$ cat src/rtl/uart_rx_fifo_regfile.sv
// Byte storage for the receive FIFO: synchronous write, asynchronous read.
// Kept separate so the ASIC flow can swap it for a latch array or SRAM macro.
module fifo_regfile #(
  parameter int DEPTH = 16,
  parameter int WIDTH = 8,
  localparam int AW   = $clog2(DEPTH)
) (
  input  logic             clk,
  input  logic             i_we,
  input  logic [AW-1:0]    i_waddr,
  input  logic [WIDTH-1:0] i_wdata,
  input  logic [AW-1:0]    i_raddr,
  output logic [WIDTH-1:0] o_rdata
);

  logic [WIDTH-1:0] r_mem [DEPTH];

  // NOTE: storage is deliberately left out of reset; the pointers alone decide
  // which entries are meaningful, and an unreset array maps onto RAM macros.
  always_ff @(posedge clk) begin
    if (i_we) r_mem[i_waddr] <= i_wdata;
  end

  assign o_rdata = r_mem[i_raddr];

endmodule

$ cat src/rtl/uart_rx_fifo.sv
// Receive-side FIFO behind the UART receiver: never back-pressures, drops bytes
// when full with a sticky overflow flag, first-word-fall-through output.
module uart_rx_fifo #(
  parameter int  DEPTH    = 16,
  parameter int  WIDTH    = 8,
  parameter int  AF_LEVEL = 12,
  localparam int CNT_BITS = $clog2(DEPTH) + 1
) (
  input  logic                clk,
  input  logic                reset_n,
  input  logic [WIDTH-1:0]    in_data,
  input  logic                in_valid,
  output logic                in_ready,
  output logic [WIDTH-1:0]    out_data,
  output logic                out_valid,
  input  logic                out_ready,
  input  logic                flush,
  input  logic                clear_overflow,
  output logic [CNT_BITS-1:0] count,
  output logic                almost_full,
  output logic                overflow
);

  localparam int AW = $clog2(DEPTH);
  localparam int PW = AW + 1;

  logic [PW-1:0] r_wr_ptr;
  logic [PW-1:0] r_rd_ptr;
  logic          r_in_ready;
  logic          r_overflow;

  logic w_full;
  logic w_empty;
  logic w_pop;
  logic w_push;
  logic w_drop;

  // The extra MSB is a wrap bit: equal low bits with differing wrap bits is full.
  assign w_full  = (r_wr_ptr[AW-1:0] == r_rd_ptr[AW-1:0]) && (r_wr_ptr[AW] != r_rd_ptr[AW]);
  assign w_empty = (r_wr_ptr == r_rd_ptr);
  assign w_pop   = !w_empty && out_ready;
  // A pop on the same edge frees a slot, so a full FIFO still accepts the byte.
  assign w_push  = in_valid && r_in_ready && !flush && (!w_full || w_pop);
  assign w_drop  = in_valid && r_in_ready && !flush && w_full && !w_pop;

  // NOTE: sequential state uses non-blocking assignments so every register
  // samples pre-edge values regardless of statement order.
  always_ff @(posedge clk or negedge reset_n) begin
    if (!reset_n) begin
      r_wr_ptr   <= '0;
      r_rd_ptr   <= '0;
      r_in_ready <= 1'b0;
      r_overflow <= 1'b0;
    end else begin
      r_in_ready <= 1'b1;
      if (flush) begin
        r_wr_ptr <= '0;
        r_rd_ptr <= '0;
      end else begin
        if (w_push) r_wr_ptr <= r_wr_ptr + PW'(1);
        if (w_pop)  r_rd_ptr <= r_rd_ptr + PW'(1);
      end
      if (w_drop)              r_overflow <= 1'b1;
      else if (clear_overflow) r_overflow <= 1'b0;
    end
  end

  fifo_regfile #(
    .DEPTH (DEPTH),
    .WIDTH (WIDTH)
  ) u_regfile (
    .clk     (clk),
    .i_we    (w_push),
    .i_waddr (r_wr_ptr[AW-1:0]),
    .i_wdata (in_data),
    .i_raddr (r_rd_ptr[AW-1:0]),
    .o_rdata (out_data)
  );

  assign in_ready    = r_in_ready;
  assign out_valid   = !w_empty;
  assign count       = r_wr_ptr - r_rd_ptr;
  assign almost_full = (int'(count) >= AF_LEVEL);
  assign overflow    = r_overflow;

endmodule

$ cat config.mk
export PLATFORM = sky130hd
export DESIGN_NAME = uart_rx_fifo
export DESIGN_NICKNAME = d
export VERILOG_FILES = /design/src/rtl/uart_rx_fifo_regfile.sv /design/src/rtl/uart_rx_fifo.sv
export SDC_FILE = /design/constraint.sdc
export NUM_CORES = 1
export LEC_CHECK = 0
export ABC_AREA = 1
export BUFFER_PORTS_ARGS = -buffer_cell sky130_fd_sc_hd__clkbuf_2
export CORE_UTILIZATION = 41
export DETAILED_ROUTE_END_ITERATION = 16
export SKIP_CTS_REPAIR_TIMING = 1
export SLEW_MARGIN = 20
export SYNTH_ARGS = -nofsm -noshare
export SYNTH_HDL_FRONTEND = slang
export SYNTH_HIERARCHICAL = 1
export SYNTH_SLANG_ARGS = --single-unit
$ cat constraint.sdc
create_clock -name clk -period 6.23 [get_ports clk]
set_input_delay 0.623 -clock clk [delete_from_list [all_inputs] [get_ports clk]]
set_output_delay 0.623 -clock clk [all_outputs]
set_load 0.02 [all_outputs]
==> results by group, run 1 <==
STA
  • Setup TNS: 0 ns
  • Unrepaired setup endpoints after global routing: no
  • Hold WS: 0.0911 ns
  • Slew headroom: 35.8%
  • Worst-margin pin slew: 0.959 ns
  • Fin crit period: 3.95 ns
  • Max Clock Skew: 0.00791 ns
  • Setup violations, final: 0
  • Count of final hold-check violations: 0
  • Max Freq: 253 MHz
  • Max Slew Vio Count: 0
  • Period utilisation layout: 63.3%

Placement
  • Detailed-placement wirelength estimate: 9.02 mm
  • Port buffer count: 30
  • Final GP Congestion: 0.816
  • Placed standard-cell area: 6740 um^2

Synthesis
  • Register bit total from synthesis: 140
  • Largest area contributor in the netlist: edfxtp_1
  • Post-synthesis sequential area ratio: 64.0%
  • Yosys warnings: 6
  • Largest family of logic cells by synthesized area: simple AND/OR/NAND/NOR gates
  • Compound-Gate Fraction of Synth Area: 0.251%
  • Fraction of registers with async set/reset: 8.57%
  • Syn Area/Cell: 9.91 um^2
  • Post-Synth Adder-Cell Area: 1.47%
  • Share of the synthesized area in the top cell type: 59.4%
  • Post-synthesis simple-gate area fraction: 23.7%
  • Proportion of synthesized area in mux cells: 0%
  • Number of enable flip-flop cells after synthesis: 128
  • Netlist Area Pre-Place: 6470 um^2
  • Ys flop type: edfxtp_1
  • Syn Inst Count: 653
  • Cell variety after synth: 25
  • Synth area leaders: edfxtp_1 (59%), nand2_1 (12%), nand3_1 (8.8%)
  • Post-Syn Nets: 674
  • Xor/xnor cell area share of the yosys netlist: 0.948%

Routing
  • Routed Antenna Nets: 0
  • DRC Markers: 0
  • Wire per inst: 16.1 um
  • Iteration-0 DRC Markers: 359
  • Avg Vias per Cell: 4.96
  • Final wirelength: 14.6 mm
  • DR vias: 4482
  • Drt first pass iters: 5

Outcome
  • Outcome: finished, final reports clean

Worst setup path
  • Worst EP required: 5.61 ns
  • R2r worst-path depth: 9
  • Arrival time worst endpoint: 3.32 ns
  • CP Max Fanout: 70
  • Type of the worst setup path: reg -> out
  • CP Capture Type: output pin
  • Startpoint Class: flip-flop

Finish
  • Fillers: 1457
  • Commonest non-fill, non-tap cells in the layout: nand2_1 (199), edfxtp_1 (128), inv_1 (116), nand3_1 (114), clkbuf_2 (30)
  • Commonest non-fill, non-tap cell in the layout: nand2_1
  • Final Cell Area: 7350 um^2
  • Diode count: 0
  • Share of cells above drive strength 1: 10.2%
  • FF+latch area: 4150 um^2
  • Nets: 701
  • Area grow syn2layout: 13.5%
  • Area of the multi-input gates: 1710 um^2

Clock network
  • CTS tree: done
  • Clock sinks: 140
  • Clk root buf: clkbuf_16
  • Clock transition at the registers of the reported paths: 0.06 ns
  • Clock Tree Buf Depth: 2
  • H-tree depth: 4
  • Clock Latency Late Sink: 0.42 ns
  • Num CTS Buffers: 17

Die
  • Core area: 15300 um^2
  • Full die area: 16300 um^2
  • Die W: 128 um
  • Rows: 45
  • Top-level port count: 31
  • Starting density of the core: 42.2%
  • Die Y: 128 um

Global route
  • First-pass GRT wire length: 22.1 mm
  • Vias in the first global route: 4079
  • Initial antenna violation count: 0
  • Gr usage total: 18.8%
  • Largest net degree at the start of global routing: 71
  • Gr ovfl total: 0

Power
  • Leakage: 3.20 nW
  • Pwr dens: 338 nW/um^2
  • Worst VDD drop: 0.187 mV

Job
  • Max-cap violations: 0

Min path
  • Worst Hold Class: in -> async
-- worst paths after layout --
| check | to | slack (ns) | start |
|---|---|---|---|
| worst min register to register | r_wr_ptr[4]$_DFFE_PN0P_ | 0.53 | r_wr_ptr[4]$_DFFE_PN0P_ |
| max in group asynchronous | r_rd_ptr[0]$_DFFE_PN0P_ | 5.88 | reset_n |
| worst min-delay path | r_rd_ptr[2]$_DFFE_PN0P_ | 0.09 | reset_n |
| worst max-delay path | out_data[6] | 2.28 | r_rd_ptr[0]$_DFFE_PN0P_ |
| worst max register to register | u_regfile/r_mem[3][5]$_DFFE_PP_ | 3.13 | r_rd_ptr[0]$_DFFE_PN0P_ |
| min in group clk | overflow$_DFFE_PN0P_ | 0.40 | clear_overflow |
-- power by group --
part	internal (mW)	switching, mW	total [mW]	leakage, nW
registers	1.03	0.00741	1.04	1.31
logic	0.117	0.290	0.408	1.60
clock network	0.666	0.371	1.04	0.279
-- flip-flops by register name, indices dropped and copies added (netlist names) --
register	flops
overflow	1
r_rd_ptr	5
u_regfile/r_mem	128
r_wr_ptr	5
in_ready	1
-- layer usage --
layer	vias up	GRT usage, %	wire length [um]
met5	-	0	0
met4	0	7.82	329
met3	24	4.69	1070
met2	175	30.6	6980
met1	2129	23.9	6190
li1	2154	-	-
-- critical path, cell delays in order (launching register included) --
cell	delay (ns)
dfrtp_2	0.33
buf_4	0.57
clkinv_2	0.96
nand2_1	0.25
nand3_1	0.09
nand3_1	0.14
nand3_1	0.17
nand2_1	0.13
clkbuf_2	0.17
-- logic make-up (layout without fill, tap and decap cells) --
logic type | after synthesis | after routing
other | 1 | 1
XOR/XNOR | 7 | 7
adder cells (fa/ha/maj) | 7 | 7
AO/OA/AOI/OAI | 3 | 3
buffers and inverters | 144 | 184
AND/OR/NAND/NOR | 351 | 351
flip-flops | 140 | 140
-- through the flow --
step	worst slack (ns)	utilization, %	cells	power (mW)
floorplan	3.76	-	653	1.36
global placement	3.15	44.0	872	1.46
detailed placement	3.13	44.0	872	1.47
CTS	2.65	48.0	904	2.51
global route	2.03	48.0	904	2.58
finish	2.28	48.0	904	2.48
-- Yosys cell counts, types with 4 or more instances --
cell	number
buf_6	6
buf_4	4
nor2_1	21
buf_2	13
xor2_1	7
inv_1	116
nand2_1	199
nand2_2	4
dfrtp_1	12
edfxtp_1	128
nand4_1	5
nand3_1	114
ha_1	6
-- cell type report --
cell class              count  area share (%)
flip-flops and latches    140            56.4
multi-input cells         369            23.3
inverters                 119            6.10
clock buffers              20            5.94
well taps                 211            3.59
repair buffers             33            2.35
clock inverters            12            2.32
Power figures use the tool's default switching activity.
==> run 2, diff against run 1 <==
clock period = 3.79 ns   (was 6.23 ns; I/O delays follow)
==> run 2 against run 1 <==
Compared with the run above:
- critical path type unchanged
- design area is 0.75% higher
- largest power group is now clock
- die area stayed put
- sequential power is 64% higher
==> results by group, run 2 (synthesis results as in run 1) <==
Outcome
  • Outcome: finished, final reports clean

Placement
  • Worst slack, placed: 1.08 ns
  • Final GP Congestion: 0.841
  • Port buffer count: 30
  • Detailed-placement wirelength estimate: 9.45 mm
  • Placed standard-cell area: 6740 um^2

Finish
  • Diode count: 0
  • Largest register FFs: 128
  • Fillers: 1436
  • Commonest non-fill, non-tap cell in the layout: nand2_1
  • Area of the multi-input gates: 1710 um^2
  • Final Util: 48.3%
  • Nets: 702
  • Largest register by flop count: u_regfile/r_mem
  • Share of cells above drive strength 1: 10.4%
  • FF+latch area: 4150 um^2
  • Largest regs: u_regfile/r_mem x128, r_rd_ptr x5, r_wr_ptr x5
  • Final Cell Area: 7400 um^2
  • Commonest non-fill, non-tap cells in the layout: nand2_1 (199), edfxtp_1 (128), inv_1 (116), nand3_1 (114), clkbuf_2 (30)
  • Area grow syn2layout: 14.4%

Clock network
  • CTS tree: done
  • Clock sinks: 140
  • H-tree depth: 4
  • Clock transition at the registers of the reported paths: 0.06 ns
  • Num CTS Buffers: 17
  • Clock Latency Late Sink: 0.42 ns
  • Clock Tree Buf Depth: 2
  • Clk root buf: clkbuf_16

Global route
  • Gr usage total: 19.4%
  • Vias in the first global route: 4285
  • Largest net degree at the start of global routing: 66
  • Gr ovfl total: 0
  • Initial antenna violation count: 0
  • First-pass GRT wire length: 22.9 mm

Routing
  • Drt first pass iters: 5
  • DRC Markers: 0
  • Routed Antenna Nets: 0
  • Avg Vias per Cell: 4.94
  • Wire per inst: 16.2 um
  • DR vias: 4469
  • Iteration-0 DRC Markers: 413
  • Final wirelength: 14.7 mm

Min path
  • Worst Hold Class: in -> reg
  • Worst Hold Launch: clear_overflow
  • Hold path endpoint: overflow$_DFFE_PN0P_
  • Hold path cells: 2

Worst setup path
  • CP Max Fanout: 64
  • Worst EP required: 3.41 ns
  • R2r worst-path depth: 9
  • FF-to-FF Start: r_rd_ptr[3]$_DFFE_PN0P_
  • R2r endpoint: u_regfile/r_mem[4][2]$_DFFE_PP_
  • Startpoint Class: flip-flop
  • Flop2flop setup slack: 1.08 ns
  • Type of the worst setup path: reg -> out
  • Arrival time worst endpoint: 2.48 ns
  • CP Capture Type: output pin

Die
  • Die Y: 128 um
  • Starting density of the core: 42.2%
  • Die W: 128 um
  • Top-level port count: 31
  • Full die area: 16300 um^2
  • Rows: 45
  • Core area: 15300 um^2

Power
  • Worst VDD drop: 0.304 mV
  • Power share of the sequential group: 40.7%
  • Clk network pwr share: 43.4%
  • Net switching power: 1.09 mW
  • Pwr dens: 568 nW/um^2
  • Switching share of power: 25.9%
  • Internal: 3.12 mW
  • Logic pwr share: 16.0%
  • Leakage: 3.23 nW

STA
  • Count of final hold-check violations: 0
  • Hold WS: 0.171 ns
  • Period utilisation layout: 75.4%
  • Final Worst Setup Slack: 0.933 ns
  • Setup TNS: 0 ns
  • Setup violations, final: 0
  • Unrepaired setup endpoints after global routing: no
  • Slew headroom: 30.9%
  • Max Clock Skew: 0.0125 ns
  • Max Slew Vio Count: 0
  • Max Freq: 350 MHz
  • Worst-margin pin slew: 1.04 ns
  • Fin crit period: 2.86 ns

Job
  • Max-cap violations: 0
-- run 2: cell type report --
cell class | count | share of cell area (%)
Clock buffer | 19 | 5.85
Clock inverter | 13 | 2.98
Inverter | 119 | 6.04
Multi-Input combinational cell | 369 | 23.1
Sequential cell | 140 | 56.0
Tap cell | 211 | 3.57
Timing Repair Buffer | 34 | 2.47
-- run 2: power by group through the flow --
stage / Combinational, mW / Clock (mW) / Sequential [mW]
global route: 0.743 / 1.91 / 1.71
CTS: 0.674 / 1.85 / 1.71
detailed placement: 0.672 / 0 / 1.74
global placement: 0.664 / 0 / 1.74
finish: 0.671 / 1.82 / 1.71
floorplan: 0.502 / 0 / 1.74
-- run 2: per-layer routing --
| layer | up-vias | routed length [um] | global-route usage, % | part of all wire (%) |
|---|---|---|---|---|
| met5 | - | 0 | 0 | 0 |
| met4 | 0 | 197 | 6.51 | 1.3 |
| met3 | 18 | 710 | 4.77 | 4.8 |
| met2 | 119 | 7360 | 32.7 | 50 |
| met1 | 2173 | 6420 | 24.6 | 44 |
| li1 | 2159 | - | - | - |
-- run 2: how the worst max path moves through the flow --
stage                     cells past startpoint               startpoint  slack, ns                         endpoint
after global placement                        9  r_rd_ptr[3]$_DFFE_PN0P_       1.18  u_regfile/r_mem[5][2]$_DFFE_PP_
after CTS                                     8  r_rd_ptr[0]$_DFFE_PN0P_       0.93                      out_data[3]
final                                         8  r_rd_ptr[0]$_DFFE_PN0P_       0.93                      out_data[4]
after detailed placement                      9  r_rd_ptr[3]$_DFFE_PN0P_       1.08  u_regfile/r_mem[4][7]$_DFFE_PP_
after global routing                          8  r_rd_ptr[0]$_DFFE_PN0P_       0.73                      out_data[3]
after floorplan                               9  r_wr_ptr[0]$_DFFE_PN0P_       1.56                      almost_full
-- run 2: through the flow --
stage / cells / total power, mW
finish: 905 / 4.21
global route: 905 / 4.36
CTS: 904 / 4.24
detailed placement: 872 / 2.41
global placement: 872 / 2.41
floorplan: 653 / 2.24
-- run 2: worst max-delay path, stage by stage, from the launching register on --
cell      delay, ns
dfrtp_2        0.46
inv_2          0.75
nand2_1        0.12
nand2_1        0.14
nand2_1        0.06
nand3_1        0.11
nand3_1        0.11
nand2_1        0.12
clkbuf_2       0.18
==> run 3, diff against run 2 <==
clock period = 2.35 ns   (was 3.79 ns; I/O delays follow)
==> run 3 against run 2 <==
Compared with the run above:
- flip-flop and latch count unchanged
- first-iteration DRC count decreased by 10%
- sequential share of layout area decreased by 0.85 points
- critical path depth is 2 lower
- die area did not move
- utilization grew 0.74 points
- sequential power increased by 61%
==> results by group, run 3 (synthesis results as in run 1) <==
Power
  • Logic pwr share: 19.0%
  • Internal: 4.53 mW
  • Leakage: 3.33 nW
  • Worst VDD drop: 0.533 mV
  • Clk network pwr share: 37.1%
  • Switching share of power: 27.8%
  • Net switching power: 1.75 mW
  • Pwr dens: 835 nW/um^2
  • Power share of the sequential group: 43.9%

Placement
  • Worst slack, placed: 0.314 ns
  • Placed standard-cell area: 6940 um^2
  • Detailed-placement wirelength estimate: 10.1 mm
  • Port buffer count: 30
  • Final GP Congestion: 0.847

Routing
  • DRC Markers: 0
  • Avg Vias per Cell: 4.99
  • DR vias: 4649
  • Final wirelength: 16.0 mm
  • Iteration-0 DRC Markers: 370
  • Drt first pass iters: 4
  • Wire per inst: 17.2 um
  • Routed Antenna Nets: 0

Clock network
  • Clock sinks: 140
  • Clock Latency Late Sink: 0.41 ns
  • Clock Tree Buf Depth: 2
  • Num CTS Buffers: 17
  • H-tree depth: 4
  • Clk root buf: clkbuf_16
  • Clock transition at the registers of the reported paths: 0.05 ns
  • CTS tree: done

Job
  • Max-cap violations: 0

Worst setup path
  • Flop2flop setup slack: 0.26 ns
  • Worst path cell trace: buf_4 > inv_1 > nand3_1 > nand3_1 > nand2_1 > clkbuf_2
  • Cell repeated most along the worst path: nand3_1
  • Buf+Inv Stages, Crit Path: 3
  • Startpoint Class: flip-flop
  • Type of the worst setup path: reg -> out
  • CP Capture Type: output pin
  • Worst EP required: 2.12 ns
  • Slowest cell on the critical path: inv_1
  • Worst Setup SP: r_rd_ptr[2]$_DFFE_PN0P_
  • FF-to-FF Start: r_rd_ptr[0]$_DFFE_PN0P_
  • Crit path largest cell delay: 0.43 ns
  • CP Max Fanout: 21
  • Cell family with most CP delay: buffers and inverters
  • Arrival time worst endpoint: 2.03 ns

Die
  • Die Y: 128 um
  • Top-level port count: 31
  • Full die area: 16300 um^2
  • Starting density of the core: 42.2%
  • Die W: 128 um
  • Rows: 45
  • Core area: 15300 um^2

STA
  • Max Slew Vio Count: 0
  • Period utilisation layout: 96.2%
  • Setup violations, final: 0
  • Slew headroom: 64.6%
  • Max Freq: 442 MHz
  • Unrepaired setup endpoints after global routing: yes
  • Fin crit period: 2.26 ns
  • Hold WS: 0.0426 ns
  • Final Worst Setup Slack: 0.0881 ns
  • Count of final hold-check violations: 0
  • Worst-margin pin slew: 0.531 ns
  • Max Clock Skew: 0.00606 ns

Finish
  • Share of cells above drive strength 1: 13.3%
  • Largest register by flop count: u_regfile/r_mem
  • Largest regs: u_regfile/r_mem x128, r_rd_ptr x5, r_wr_ptr x5
  • Commonest non-fill, non-tap cell in the layout: nand2_1
  • Area grow syn2layout: 16.1%
  • Commonest non-fill, non-tap cells in the layout: nand2_1 (199), edfxtp_1 (128), inv_1 (114), nand3_1 (114), clkbuf_2 (29)
  • Largest register FFs: 128
  • Final Cell Area: 7510 um^2
  • Nets: 728
  • Diode count: 0

Global route
  • Gr ovfl total: 0
  • Initial antenna violation count: 0
  • First-pass GRT wire length: 24.2 mm
  • Gr usage total: 20.6%
  • Vias in the first global route: 4477
  • Largest net degree at the start of global routing: 69

Outcome
  • Outcome: finished, final reports clean

Min path
  • Worst Hold Class: in -> reg
  • Worst Hold Launch: clear_overflow
## run 3: final cells by class
type                            instances  area [um^2]
Multi-Input combinational cell        369         1710
Timing Repair Buffer                   60          427
Fill cell                            1442         7800
Clock buffer                           19          433
Tap cell                              211          264
Inverter                              119          452
Sequential cell                       140         4150
Clock inverter                         13         82.6
## run 3: power groups by stage
stage	sequential, mW	combinational, mW	clock [mW]
floorplan	2.81	0.810	0
global placement	2.80	1.12	0
detailed placement	2.80	1.13	0
CTS	2.75	1.13	2.36
global route	2.75	1.30	2.44
finish	2.75	1.19	2.33
## run 3: layer usage
metal  track usage (%)  part of all wire [%]  vias to the layer above
met5                 0                     0                        -
met4              7.27                   1.7                        0
met3              4.10                   5.7                       26
met2              35.6                    50                      160
met1              25.9                    42                     2254
li1                  -                     -                     2209
## run 3: path summary, 6_finish.rpt
path | endpoint | cells after the start
max in group asynchronous | r_rd_ptr[0]$_DFFE_PN0P_ | 2
min in group asynchronous | r_rd_ptr[4]$_DFFE_PN0P_ | 2
min | overflow$_DFFE_PN0P_ | 2
min reg2reg | r_wr_ptr[4]$_DFFE_PN0P_ | 2
max reg2reg | u_regfile/r_mem[13][6]$_DFFE_PP_ | 9
max | out_data[1] | 6
## run 3: stage by stage
step	utilization (%)	cells	TNS, ns	power [mW]
after floorplan	-	653	0	3.62
after global placement	45.3	897	0	3.92
after detailed placement	45.3	897	0	3.92
after CTS	48.7	929	-0.452	6.24
after global routing	49.1	931	-0.00544	6.50
final	49.1	931	0	6.27
